**src/rtl/booth_pkg.sv**
```systemverilog
// Shared definitions for the radix-2 Booth multiplier: FSM state encoding,
// operand/count sizes and the ALU operation codes seen by the datapath.
package booth_pkg;

    localparam int BOOTH_N  = 16;
    localparam int BOOTH_CW = 5;

    localparam logic OP_ADD = 1'b1;
    localparam logic OP_SUB = 1'b0;

    typedef enum logic [2:0] {
        IDLE  = 3'd0,
        LOAD  = 3'd1,
        CHECK = 3'd2,
        ADD   = 3'd3,
        SUB   = 3'd4,
        SHIFT = 3'd5,
        DONE  = 3'd6
    } state_e;

endpackage

```
**src/rtl/booth_ctrl_fsm.sv**
```systemverilog
// Moore control FSM for the radix-2 Booth multiplier (counter, A/Q/M strobes).
// Optional macro BOOTH_CYCLE_CNT_EN adds a cycles[7:0] operation-length output.
module booth_ctrl_fsm
    import booth_pkg::*;
#(
    parameter int N  = BOOTH_N,
    parameter int CW = BOOTH_CW
) (
    input  logic          clk,
    input  logic          rst_n,
    input  logic          start,
    input  logic          q0,
    input  logic          qm1,
    input  logic [CW-1:0] cnt,
    output logic          ldcnt,
    output logic          dcr,
    output logic          ldM,
    output logic          ldQ,
    output logic          clrA,
    output logic          clrQm1,
    output logic          ldA,
    output logic          addsub,
    output logic          sft,
    output logic          ready,
    output logic          busy,
    output logic          done
`ifdef BOOTH_CYCLE_CNT_EN
    ,
    output logic [7:0]    cycles
`endif
);

    // The counter must be able to hold the load value N.
    if ((2 ** CW) <= N) begin : g_cw_check
        $error("booth_ctrl_fsm: CW too small for N");
    end

    state_e state_q, state_d;

    always_ff @(posedge clk) begin
        if (!rst_n) begin
            state_q <= IDLE;
        end else begin
            state_q <= state_d;
        end
    end

    always_comb begin
        state_d = IDLE;
        case (state_q)
            IDLE:    state_d = start ? LOAD : IDLE;
            LOAD:    state_d = CHECK;
            CHECK: begin
                // A zero count means nothing left to do, whatever the Q bits say.
                if (cnt == '0) begin
                    state_d = DONE;
                end else begin
                    case ({q0, qm1})
                        2'b10:   state_d = SUB;
                        2'b01:   state_d = ADD;
                        default: state_d = SHIFT;
                    endcase
                end
            end
            ADD:     state_d = SHIFT;
            SUB:     state_d = SHIFT;
            // cnt is still the pre-decrement value, so 1 means last iteration.
            SHIFT:   state_d = (cnt == CW'(1)) ? DONE : CHECK;
            DONE:    state_d = IDLE;
            default: state_d = IDLE;
        endcase
    end

    always_comb begin
        ldcnt  = 1'b0;
        dcr    = 1'b0;
        ldM    = 1'b0;
        ldQ    = 1'b0;
        clrA   = 1'b0;
        clrQm1 = 1'b0;
        ldA    = 1'b0;
        addsub = OP_SUB;
        sft    = 1'b0;
        ready  = 1'b0;
        busy   = 1'b0;
        done   = 1'b0;
        case (state_q)
            IDLE: ready = 1'b1;
            LOAD: begin
                ldM    = 1'b1;
                ldQ    = 1'b1;
                clrA   = 1'b1;
                clrQm1 = 1'b1;
                ldcnt  = 1'b1;
                busy   = 1'b1;
            end
            CHECK: busy = 1'b1;
            ADD: begin
                ldA    = 1'b1;
                addsub = OP_ADD;
                busy   = 1'b1;
            end
            SUB: begin
                ldA    = 1'b1;
                addsub = OP_SUB;
                busy   = 1'b1;
            end
            SHIFT: begin
                sft  = 1'b1;
                dcr  = 1'b1;
                busy = 1'b1;
            end
            DONE: done = 1'b1;
            default: ;
        endcase
    end

`ifdef BOOTH_CYCLE_CNT_EN
    logic [7:0] cyc_q, cyc_d;

    // LOAD counts as the first cycle; DONE and IDLE hold the final length.
    always_comb begin
        cyc_d = cyc_q;
        case (state_q)
            LOAD:                     cyc_d = 8'd1;
            CHECK, ADD, SUB, SHIFT:   cyc_d = cyc_q + 8'd1;
            default:                  cyc_d = cyc_q;
        endcase
    end

    always_ff @(posedge clk) begin
        if (!rst_n) begin
            cyc_q <= 8'd0;
        end else begin
            cyc_q <= cyc_d;
        end
    end

    assign cycles = cyc_q;
`endif

endmodule

```
**config.mk**
```make
export PLATFORM = sky130hd
export DESIGN_NAME = booth_ctrl_fsm
export DESIGN_NICKNAME = d
export VERILOG_FILES = /design/src/rtl/booth_pkg.sv /design/src/rtl/booth_ctrl_fsm.sv
export SDC_FILE = /design/constraint.sdc
export NUM_CORES = 1
export LEC_CHECK = 0
export ABC_AREA = 1
export BUFFER_PORTS_ARGS = -buffer_cell sky130_fd_sc_hd__buf_2
export CORE_AREA = 2 2 39 41
export CTS_CLUSTER_DIAMETER = 50
export DETAILED_ROUTE_END_ITERATION = 7
export DIE_AREA = 0 0 41 43
export GPL_TIMING_DRIVEN = 0
export PLACE_DENSITY = 0.44
export SLEW_MARGIN = 5
export SYNTH_ARGS = -nofsm -noshare
export SYNTH_HDL_FRONTEND = slang
export SYNTH_SLANG_ARGS = --single-unit
```
**constraint.sdc**
```tcl
create_clock -name clk -period 1.14 [get_ports clk]
set_input_delay 0.114 -clock clk [delete_from_list [all_inputs] [get_ports clk]]
set_output_delay 0.114 -clock clk [all_outputs]
set_load 0.005 [all_outputs]
```
==> Word-level counts from Yosys, hierarchy flattened <==
Cells that the tools add are included.
W data, S select, Z words.
{ "totals": {"word_cells": 26, "reg_bits": 3, "n_memories": 0, "mem_bits_rw": 0, "latch_bits": 0, "rom_bits": 0, "output_inout_bits": 12, "inputBits": 10} }
{ "classes": {"multipliers": 0, "addsub": 0, "order_cmp": 0, "n_div": 0, "reduce_logical": 4, "shifts": 0, "n_eq_ne": 9, "muxes": 12, "bitwise": 0} }
{ "ops": {"columns": ["cell", "n"], "rows": [
  ["$pmux W3 S5", 1],
  ["$eq A3 B3 Y1 const B", 3],
  ["$mux W1", 8],
  ["$eq A3 B2 Y1 const B", 2],
  ["$mux W3", 2],
  ["$pmux W3 S2", 1],
  ["$eq A5 B1 Y1 const B", 1],
  ["$logic_not A5 Y1", 1],
  ["$reduce_or A5 Y1", 1],
  ["$eq A3 B1 Y1 const B", 1],
  ["$logic_not A3 Y1", 1],
  ["$eq A2 B1 Y1 const B", 1],
  ["$eq A2 B2 Y1 const B", 1],
  ["$reduce_or A2 Y1", 1]
]} }

==> Longest topological paths before layout <==
Gate-level depths: netlist (run 1).
{ "depth": {"depth_word": 4, "ltp_mapped": 6, "mapped_depth_nobuf": 6} }

==> Worst setup path after synthesis (run 1) <==
No wires, ideal clock.
{ "synth_path": {"path_type": "register to output", "from": "register state_q[0]", "to": "output port clrQm1", "path_buffers": 1, "path_slack_ns": 0.097, "arrival_time_ns": 0.929, "t_required_ns": 1.026, "stages_incl_launch_ff": 4, "cell_sequence": "dfxtp_1 nand2_1 nor2_1 buf_4"} }
{ "synth_via": {"elab_chain_cells": 2} }
{ "synth_rtl": {"columns": ["item", "line_no", "text"], "rows": [
  ["start: declaration", "booth_ctrl_fsm.sv:38", "state_e state_q, state_d;"],
  ["start signal: assignment", "booth_ctrl_fsm.sv:44", "state_q <= state_d;"],
  ["$eq A3 B1 Y1", null, null],
  ["$mux W1", null, null],
  ["end: declaration", "booth_ctrl_fsm.sv:20", "output logic clrQm1,"]
]} }
Every way passes these cells.

==> Final worst setup path (run 1) <==
{ "layout_path": {"from": "register state_q[1]", "to": "output port ldQ"} }
{ "layout_via": {"elab_chain_cells": 2} }
{ "layout_rtl": {"columns": ["item", "line_no", "text"], "rows": [
  ["$eq A3 B1 Y1", "booth_ctrl_fsm.sv:87", "case (state_q)"],
  ["$mux W1", "booth_ctrl_fsm.sv:87", null],
  ["end: declaration", "booth_ctrl_fsm.sv:18", "output logic ldQ,"]
]} }
Every way passes these cells.

==> impl_metrics.env, run 1 <==
export IMPL_drv_slew=0
export IMPL_die_w_um=41
export IMPL_nets=89
export IMPL_top_regs="state_q: 3 flops"
export IMPL_synthMuxAreaShare=0
export IMPL_p_leak_nw=0.301
export IMPL_regMostFlops="state_q"
export IMPL_synthCells=46
export IMPL_yosys_area_share_simple=0.410
export IMPL_synth_cell_types=13
export IMPL_power_density_nw_per_um2=1190
export IMPL_rsz0062_at_grt="yes"
export IMPL_placed_area_um2=397
export IMPL_cts_num_sinks=3
export IMPL_ir_drop_mv=0.500
export IMPL_grt_busiest_layer="met2"
export IMPL_grt_util_met1=0.106
export IMPL_antenna_diode_count=0
export IMPL_start_kind="flop"
export IMPL_postSynthAreaPerCell_um2=5.90
export IMPL_path_delay_family="flip-flops"
export IMPL_globalRouteMet3Util=0.0628
export IMPL_status="finished with violations"
export IMPL_whs_ns=0.141
export IMPL_cpMaxStageDelayCell="dfxtp_2"
export IMPL_timing_final_crit_share=1.03
export IMPL_synth_top_area_cell="dfxtp_1"
export IMPL_core_area_um2=1380
export IMPL_vias_per_cell=4.03
export IMPL_ys_seq_elements=3
export IMPL_vias=379
export IMPL_first_global_vias=333
export IMPL_die_h_um=43
export IMPL_crit_type="flop to primary output"
export IMPL_syn_to_final_growth_pct=98.6
export IMPL_syn_area_um2=272
export IMPL_synthTopCellsByCount="inv_1 (9), nor2_1 (9), nand2_1 (8)"
export IMPL_ant_nets=0
export IMPL_multi_input_comb_area_um2=183
export IMPL_synth_seq_area_share=0.221
export IMPL_remaining_drc_errors=0
export IMPL_first_pass_iters=2
export IMPL_synthArstFlopShare=0
export IMPL_violations="negative setup slack"
export IMPL_synth_fa_ha_area_frac=0
export IMPL_synth_fp_nets=56
export IMPL_synth_xor_area_share=0
export IMPL_worst_slack_ns=-0.0296
export IMPL_synth_top_area_share=0.221
export IMPL_initial_utilization=0.196
export IMPL_clk_path_buf_depth=2
export IMPL_io_buffer_count=21
export IMPL_cts_tree="done"
export IMPL_antenna_found_initial=0
export IMPL_synth_compound_area_frac=0.106
export IMPL_cap_viol_max_count=0
export IMPL_largest_reg_flops=3
export IMPL_hpwl_um=530
export IMPL_grt_use_total=0.101
export IMPL_setup_viol=4
export IMPL_cts_buffers=3
export IMPL_critPathMaxStageDelay_ns=0.32
export IMPL_wire_per_inst_um=8.45
export IMPL_fin_util=0.390
export IMPL_die_area_um2=1760
export IMPL_grt_pass1_wl_um=1200
export IMPL_cts_htree_levels=1
export IMPL_min_period_ns=1.17
export IMPL_end_kind="primary output"
export IMPL_yosysWarningCount=0
export IMPL_finalHoldViolCount=0
export IMPL_drt_wl_total_um=794
export IMPL_drive_above_1_share=0.615
export IMPL_cts_root_buf="clkbuf_4"
export IMPL_holdCritPathClass="input port to flop"
export IMPL_grt_max_degree=8
export IMPL_arrival_ns=1.06
export IMPL_maxSlewHeadroom=0.889
export IMPL_synth_edff_count=0
export IMPL_clkSlewWorstSetupHoldPaths_ns=0.04
export IMPL_nFillCells=156
export IMPL_gp_congestion=0.696
export IMPL_critPathBufInv=3
export IMPL_critPathMaxFanout=5
export IMPL_yosys_most_used_dff="dfxtp_1"
export IMPL_fin_area_um2=539
export IMPL_power_mw=0.641
export IMPL_synth_area_leaders="dfxtp_1 (22%), buf_4 (14%), inv_1 (12%)"
export IMPL_grt_use_met2=0.156
export IMPL_worst_pin_slew_ns=0.167
export IMPL_grt_ovfl_total=0
export IMPL_register_area_um2=68.8
export IMPL_crit_chain="inv_4 -> nand2_4 -> nor2_4 -> buf_4 -> buf_2"
export IMPL_skew_ns=0.00232
export IMPL_max_freq_ghz=0.855
export IMPL_critPathRequiredTime_ns=1.03
export IMPL_core_rowCount=14
export IMPL_ioPinCount=22
export IMPL_drt_iter0_drc=1
export IMPL_synth_top_family_by_area="simple AND/OR/NAND/NOR gates"
export IMPL_clock_latency_ns=0.24
stage by stage:
step,std cells,setup TNS [ns],worst slack [ns]
floorplan,46,0,0.0970
global placement,83,-0.203,-0.0516
detailed placement,83,-0.232,-0.0590
CTS,92,-0.197,-0.0504
global route,94,-0.652,-0.100
finish,94,-0.0802,-0.0296
path summary, 6_finish.rpt:
check	endpoint	startpoint	cells past startpoint	slack [ns]
worst max-delay path	ldQ	state_q[1]	5	-0.03
worst min register to register	state_q[1]	state_q[0]	2	0.55
worst min-delay path	state_q[2]	rst_n	3	0.14
worst max register to register	state_q[2]	state_q[0]	6	0.05
cells in the final DEF (no fill, tap or decap), drive strengths merged:
| cell type | synthesis | final |
|---|---|---|
| a21oi | 3 | 3 |
| nor2 | 9 | 9 |
| dfxtp | 3 | 3 |
| nand3 | 4 | 4 |
| nand2 | 8 | 8 |
| buf | 5 | 33 |
| nand3b | 1 | 1 |
| clkbuf | 0 | 4 |
| nor3 | 2 | 2 |
| o21ai | 2 | 2 |
| inv | 9 | 9 |
metal layers:
| metal | routed length [µm] | part of all wire |
|---|---|---|
| met1 | 308 | 0.39 |
| met2 | 418 | 0.53 |
| met3 | 59 | 0.074 |
| met4 | 8 | 0.010 |
| met5 | 0 | 0 |
where the power goes:
part	internal [mW]	leakage [nW]	switching [mW]
clock network	0.131	0.0150	0.0579
registers	0.123	0.0264	0.0281
logic	0.171	0.259	0.131
cell type report:
| cell class | count | share of cell area |
|---|---|---|
| Timing Repair Buffer | 28 | 0.304 |
| Buffer | 5 | 0.0766 |
| Multi-Input combinational cell | 29 | 0.339 |
| Tap cell | 16 | 0.0371 |
| Clock buffer | 4 | 0.0487 |
| Inverter | 9 | 0.0673 |
| Sequential cell | 3 | 0.128 |
worst register-to-register path: stages (launching register included):
cell	delay, ns
dfxtp_4	0.36
buf_4	0.14
nand3_4	0.09
o21ai_4	0.06
buf_4	0.13
nor2_1	0.13
a21oi_2	0.06
kinds of logic after synthesis:
| group | count (synthesis) |
|---|---|
| AO/OA/AOI/OAI | 5 |
| AND/OR/NAND/NOR | 24 |
| buffers and inverters | 14 |
| flip-flops | 3 |
repair_timing:
| action | 4_1_cts | 5_1_grt |
|---|---|---|
| setup endpoints to repair | 11 | 11 |
| gates resized for setup | 12 | 8 |
| hold buffers | 0 | 0 |
| pin swaps | 1 | 2 |
| setup buffers | 5 | 2 |
Note: power is estimated with default switching activity, not from simulation.
==> inputs of run 2 (changes only) <==
Clock period 1.14 ns to 1.2 ns, I/O delays scaled along.
==> run 2 against run 1 <==
Effect of this change: the run now ends clean; cell count decreased by 3.2%; clock skew hardly changed; sequential share of layout area grew 1.2 points; worst setup slack improved by 0.067 ns; sequential power decreased by 4%; non-clock buffer count decreased by 3; largest cell class unchanged; highest routed layer unchanged.
==> impl_metrics.env, run 2 (synthesis results as in run 1) <==
export IMPL_hpwl_um=530
export IMPL_vias_per_cell=3.95
export IMPL_remaining_drc_errors=0
export IMPL_dp_cells=83
export IMPL_r2r_end="state_q[0]"
export IMPL_hp_start="rst_n"
export IMPL_timing_final_crit_share=0.969
export IMPL_r2r_start="state_q[1]"
export IMPL_critPathMaxStageDelay_ns=0.40
export IMPL_worst_pin_slew_ns=0.168
export IMPL_status="finished, final reports clean"
export IMPL_die_h_um=43
export IMPL_cap_viol_max_count=0
export IMPL_holdCritPathClass="input port to flop"
export IMPL_core_rowCount=14
export IMPL_start_kind="flop"
export IMPL_antenna_diode_count=0
export IMPL_grt_max_degree=8
export IMPL_power_mw=0.561
export IMPL_ir_drop_mv=0.480
export IMPL_regMostFlops="state_q"
export IMPL_grt_ovfl_total=0
export IMPL_ioPinCount=22
export IMPL_cts_hold_buf=0
export IMPL_cts_htree_levels=1
export IMPL_path_delay_family="flip-flops"
export IMPL_finalHoldViolCount=0
export IMPL_final_cell_mix="buf_2 (21), inv_1 (8), nor2_1 (8), buf_4 (8), nand2_1 (7)"
export IMPL_clkSlewWorstSetupHoldPaths_ns=0.04
export IMPL_antenna_found_initial=0
export IMPL_skew_ns=0.00236
export IMPL_crit_chain="nand2_4 -> nor2_4 -> buf_4 -> buf_2"
export IMPL_wl_met3_um=58
export IMPL_drv_slew=0
export IMPL_min_to="state_q[1]"
export IMPL_critPathMaxFanout=7
export IMPL_largest_reg_flops=3
export IMPL_end_kind="primary output"
export IMPL_crit_type="flop to primary output"
export IMPL_cts_buffers=3
export IMPL_die_area_um2=1760
export IMPL_syn_to_final_growth_pct=82.0
export IMPL_p_leak_nw=0.282
export IMPL_cpMaxStageDelayCell="dfxtp_4"
export IMPL_drt_wl_total_um=714
export IMPL_setup_viol=0
export IMPL_cts_root_buf="clkbuf_4"
export IMPL_io_buffer_count=21
export IMPL_power_density_nw_per_um2=1140
export IMPL_clk_path_buf_depth=2
export IMPL_critPathRequiredTime_ns=1.08
export IMPL_maxSlewHeadroom=0.888
export IMPL_grt_use_total=0.0963
export IMPL_cts_tree="done"
export IMPL_whs_ns=0.144
export IMPL_initial_utilization=0.196
export IMPL_drive_above_1_share=0.573
export IMPL_rsz0062_at_grt="yes"
export IMPL_mostFrequentLayoutCell="buf_2"
export IMPL_reg2reg_depth=6
export IMPL_tns_ns=0
export IMPL_critPathBufInv=2
export IMPL_first_global_vias=307
export IMPL_m1WireLength_um=290
export IMPL_r2r_slack_ns=0.10
export IMPL_grt_pass1_wl_um=1130
export IMPL_core_area_um2=1380
export IMPL_vias=359
export IMPL_cts_num_sinks=3
export IMPL_clock_latency_ns=0.24
export IMPL_top_regs="state_q: 3 flops"
export IMPL_max_freq_ghz=0.860
export IMPL_wire_per_inst_um=7.85
export IMPL_arrival_ns=1.04
export IMPL_min_period_ns=1.16
export IMPL_nets=86
export IMPL_ant_nets=0
export IMPL_first_pass_iters=2
export IMPL_fin_util=0.357
export IMPL_whs_path_depth=3
export IMPL_met2_length_um=357
export IMPL_drt_iter0_drc=2
export IMPL_gp_congestion=0.696
export IMPL_top_layer_used="met4"
export IMPL_die_w_um=41
export IMPL_fin_cells=91
==> run 2: cell type report <==
class                      instances  area [µm²]
buffer                             5        41.3
clock buffer                       4        26.3
fill                             154         890
inverter                           9        36.3
multi-input combinational         29         166
sequential                         3        68.8
tap                               16        20.0
timing repair buffer              25         135
==> run 2: report_power, final <==
| group | internal, mW | switching [mW] |
|---|---|---|
| clock | 0.125 | 0.0550 |
| sequential | 0.117 | 0.0284 |
| combinational | 0.133 | 0.104 |
| total | 0.374 | 0.187 |
==> run 2: how the worst max path moves through the flow <==
stage / from / endpoint / slack (ns) / cells past startpoint
finish: state_q[0] / ldQ / 0.04 / 4
global route: state_q[1] / ldQ / -0.04 / 5
CTS: state_q[0] / ldQ / 0.002 / 4
detailed placement: state_q[0] / ldQ / -0.005 / 4
global placement: state_q[0] / clrQm1 / 0.002 / 4
floorplan: state_q[0] / clrQm1 / 0.15 / 3
==> run 2: worst reg2reg max path: stages, from the launching register on <==
cell and delay, ns:
dfxtp_2 0.34, inv_4 0.05, buf_4 0.12, buf_4 0.13, nor3_4 0.14, nand3_1 0.10
a21oi_1 0.14
==> run 2: metal layers <==
metal / global-route usage / vias to the layer above
met1: 0.106 / 150
met4: 0.0400 / 0
met3: 0.0628 / 3
met2: 0.141 / 12
li1: - / 194
met5: 0 / -
==> run 2: timing repair <==
action	in CTS	in global routing
pin swaps	1	1
hold endpoints to repair	0	0
setup buffers	2	2
resized for setup	8	6
setup endpoints to repair	7	8
==> run 2: stage by stage <==
stage / instance area, µm² / worst slack, ns
after floorplan: 272 / 0.151
after global placement: 397 / 0.00243
after detailed placement: 397 / -0.00495
after CTS: 454 / 0.00165
after global routing: 494 / -0.0383
final: 494 / 0.0370
==> inputs of run 3 (changes only) <==
==> constraint.sdc (replaced) <==
create_clock -name clk -period 1.2 [get_ports clk]
set_input_delay 0.12 -clock clk [delete_from_list [all_inputs] [get_ports clk]]
set_output_delay 0.12 -clock clk [all_outputs]
set_load 0.05 [all_outputs]
==> run 3 against run 2 <==
Effect of this change: the run now ends with negative setup slack left; non-clock buffer count is 1 higher; power grew 57%; core utilization increased by 9.0 points; critical path type unchanged; largest power group unchanged; highest routed layer is now met3.
==> impl_metrics.env, run 3 (synthesis results as in run 1) <==
export IMPL_ir_drop_mv=0.713
export IMPL_first_pass_iters=3
export IMPL_cts_tree="done"
export IMPL_worst_pin_slew_ns=0.201
export IMPL_mostFrequentLayoutCell="buf_6"
export IMPL_crit_start="state_q[1]"
export IMPL_ant_nets=0
export IMPL_cts_root_buf="clkbuf_4"
export IMPL_crit_chain="inv_6 -> nand2_4 -> nor2_4 -> buf_6 -> buf_8"
export IMPL_first_global_vias=304
export IMPL_holdCritPathClass="input port to flop"
export IMPL_finalHoldViolCount=0
export IMPL_die_h_um=43
export IMPL_gp_congestion=0.636
export IMPL_grt_ovfl_total=0
export IMPL_setup_viol=9
export IMPL_rsz0062_at_grt="yes"
export IMPL_antenna_diode_count=0
export IMPL_p_leak_nw=0.300
export IMPL_cap_viol_max_count=0
export IMPL_power_internal_mw=0.475
export IMPL_cts_htree_levels=1
export IMPL_core_area_um2=1380
export IMPL_grt_max_degree=8
export IMPL_fin_cells=92
export IMPL_dp_cells=83
export IMPL_power_density_nw_per_um2=1430
export IMPL_critPathRequiredTime_ns=1.08
export IMPL_pwr_share_clk=0.204
export IMPL_core_rowCount=14
export IMPL_grt_pass1_wl_um=1140
export IMPL_timing_final_crit_share=1.04
export IMPL_regMostFlops="state_q"
export IMPL_fin_area_um2=618
export IMPL_hpwl_um=543
export IMPL_cts_num_sinks=3
export IMPL_pwr_share_seq=0.167
export IMPL_min_period_ns=1.25
export IMPL_drv_slew=0
export IMPL_die_w_um=41
export IMPL_grt_use_total=0.0981
export IMPL_top_regs="state_q: 3 flops"
export IMPL_cpMaxStageDelayCell="dfxtp_4"
export IMPL_critPathMaxFanout=5
export IMPL_initial_utilization=0.196
export IMPL_end_kind="primary output"
export IMPL_fin_util=0.447
export IMPL_nets=87
export IMPL_hp_start="rst_n"
export IMPL_largest_reg_flops=3
export IMPL_clk_path_buf_depth=2
export IMPL_final_cell_mix="buf_6 (11), buf_2 (9), nor2_1 (8)"
export IMPL_netSwitchingFraction=0.463
export IMPL_max_freq_ghz=0.803
export IMPL_status="finished with violations"
export IMPL_maxSlewHeadroom=0.865
export IMPL_clock_latency_ns=0.24
export IMPL_comb_power_share=0.630
export IMPL_clkSlewWorstSetupHoldPaths_ns=0.04
export IMPL_wire_per_inst_um=7.97
export IMPL_start_kind="flop"
export IMPL_arrival_ns=1.13
export IMPL_worst_slack_ns=-0.0460
export IMPL_drive_above_1_share=0.645
export IMPL_placed_area_um2=435
export IMPL_ioPinCount=22
export IMPL_die_area_um2=1760
export IMPL_remaining_drc_errors=0
export IMPL_vias_per_cell=4.05
export IMPL_syn_to_final_growth_pct=128
export IMPL_netSwitchingPower_mw=0.409
export IMPL_violations="negative setup slack"
export IMPL_r2r_start="state_q[1]"
export IMPL_crit_type="flop to primary output"
export IMPL_io_buffer_count=21
export IMPL_skew_ns=0.000577
export IMPL_drt_iter0_drc=5
export IMPL_cts_hold_buf=0
export IMPL_r2r_slack_ns=0.17
export IMPL_power_mw=0.883
export IMPL_vias=373
export IMPL_antenna_found_initial=0
export IMPL_critPathMaxStageDelay_ns=0.35
export IMPL_drt_wl_total_um=733
export IMPL_cts_buffers=3
export IMPL_tns_ns=-0.292
==> run 3: changes by cell type in the layout (fill, tap and decap cells not counted), moves of 2 or more <==
cell    before  now
buf_2       21    9
buf_6        1   11
buf_8        0    4
inv_1        8    5
inv_2        0    2
nor3_2       0    2
==> run 3: timing repair <==
item	4_1_cts	5_1_grt
endpoints found under the setup margin	12	12
setup buffers	2	3
resized for setup	37	5
cloned	0	0
pin swaps	1	2
==> run 3: worst paths after layout <==
path / end / cells after the start
setup reg to reg: state_q[0] / 5
hold reg to reg: state_q[2] / 3
hold / removal: state_q[2] / 3
setup / recovery: ldM / 5
==> run 3: power by group through the flow <==
| stage | clock (mW) | combinational (mW) | sequential [mW] |
|---|---|---|---|
| after CTS | 0.187 | 0.536 | 0.147 |
| after floorplan | 0 | 0.339 | 0.136 |
| final | 0.180 | 0.556 | 0.147 |
| after detailed placement | 0 | 0.415 | 0.141 |
| after global placement | 0 | 0.415 | 0.142 |
| after global routing | 0.203 | 0.589 | 0.151 |
==> run 3: worst max-delay path, delay by kind of cell (launching register included) <==
kind / cells / cell delay [ns]
DFF: 1 / 0.35
buffers and inverters: 3 / 0.32
and+or+nand+nor: 2 / 0.21
==> run 3: area by class of cell <==
cell class,instances,area (µm²)
Multi-Input combinational cell,29,176
Buffer,5,56.3
Fill cell,148,766
Inverter,9,42.5
Clock buffer,4,26.3
Sequential cell,3,71.3
Timing Repair Buffer,26,225
Tap cell,16,20.0
==> run 3: per-layer routing <==
| metal | vias to the layer above | part of all wire | global-route usage |
|---|---|---|---|
| li1 | 198 | - | - |
| met1 | 159 | 0.41 | 0.102 |
| met2 | 16 | 0.50 | 0.150 |
| met3 | 0 | 0.085 | 0.0942 |
| met4 | 0 | 0 | 0 |
| met5 | - | 0 | 0 |
==> run 3: stage by stage <==
stage / setup WS [ns] / hold slack [ns]
6_report: -0.0460 / 0.145
5_1_grt: -0.101 / 0.159
4_1_cts: -0.0938 / 0.145
3_5_place_dp: -0.126 / 0.399
3_3_place_gp: -0.139 / 0.392
2_1_floorplan: -0.161 / 0.271
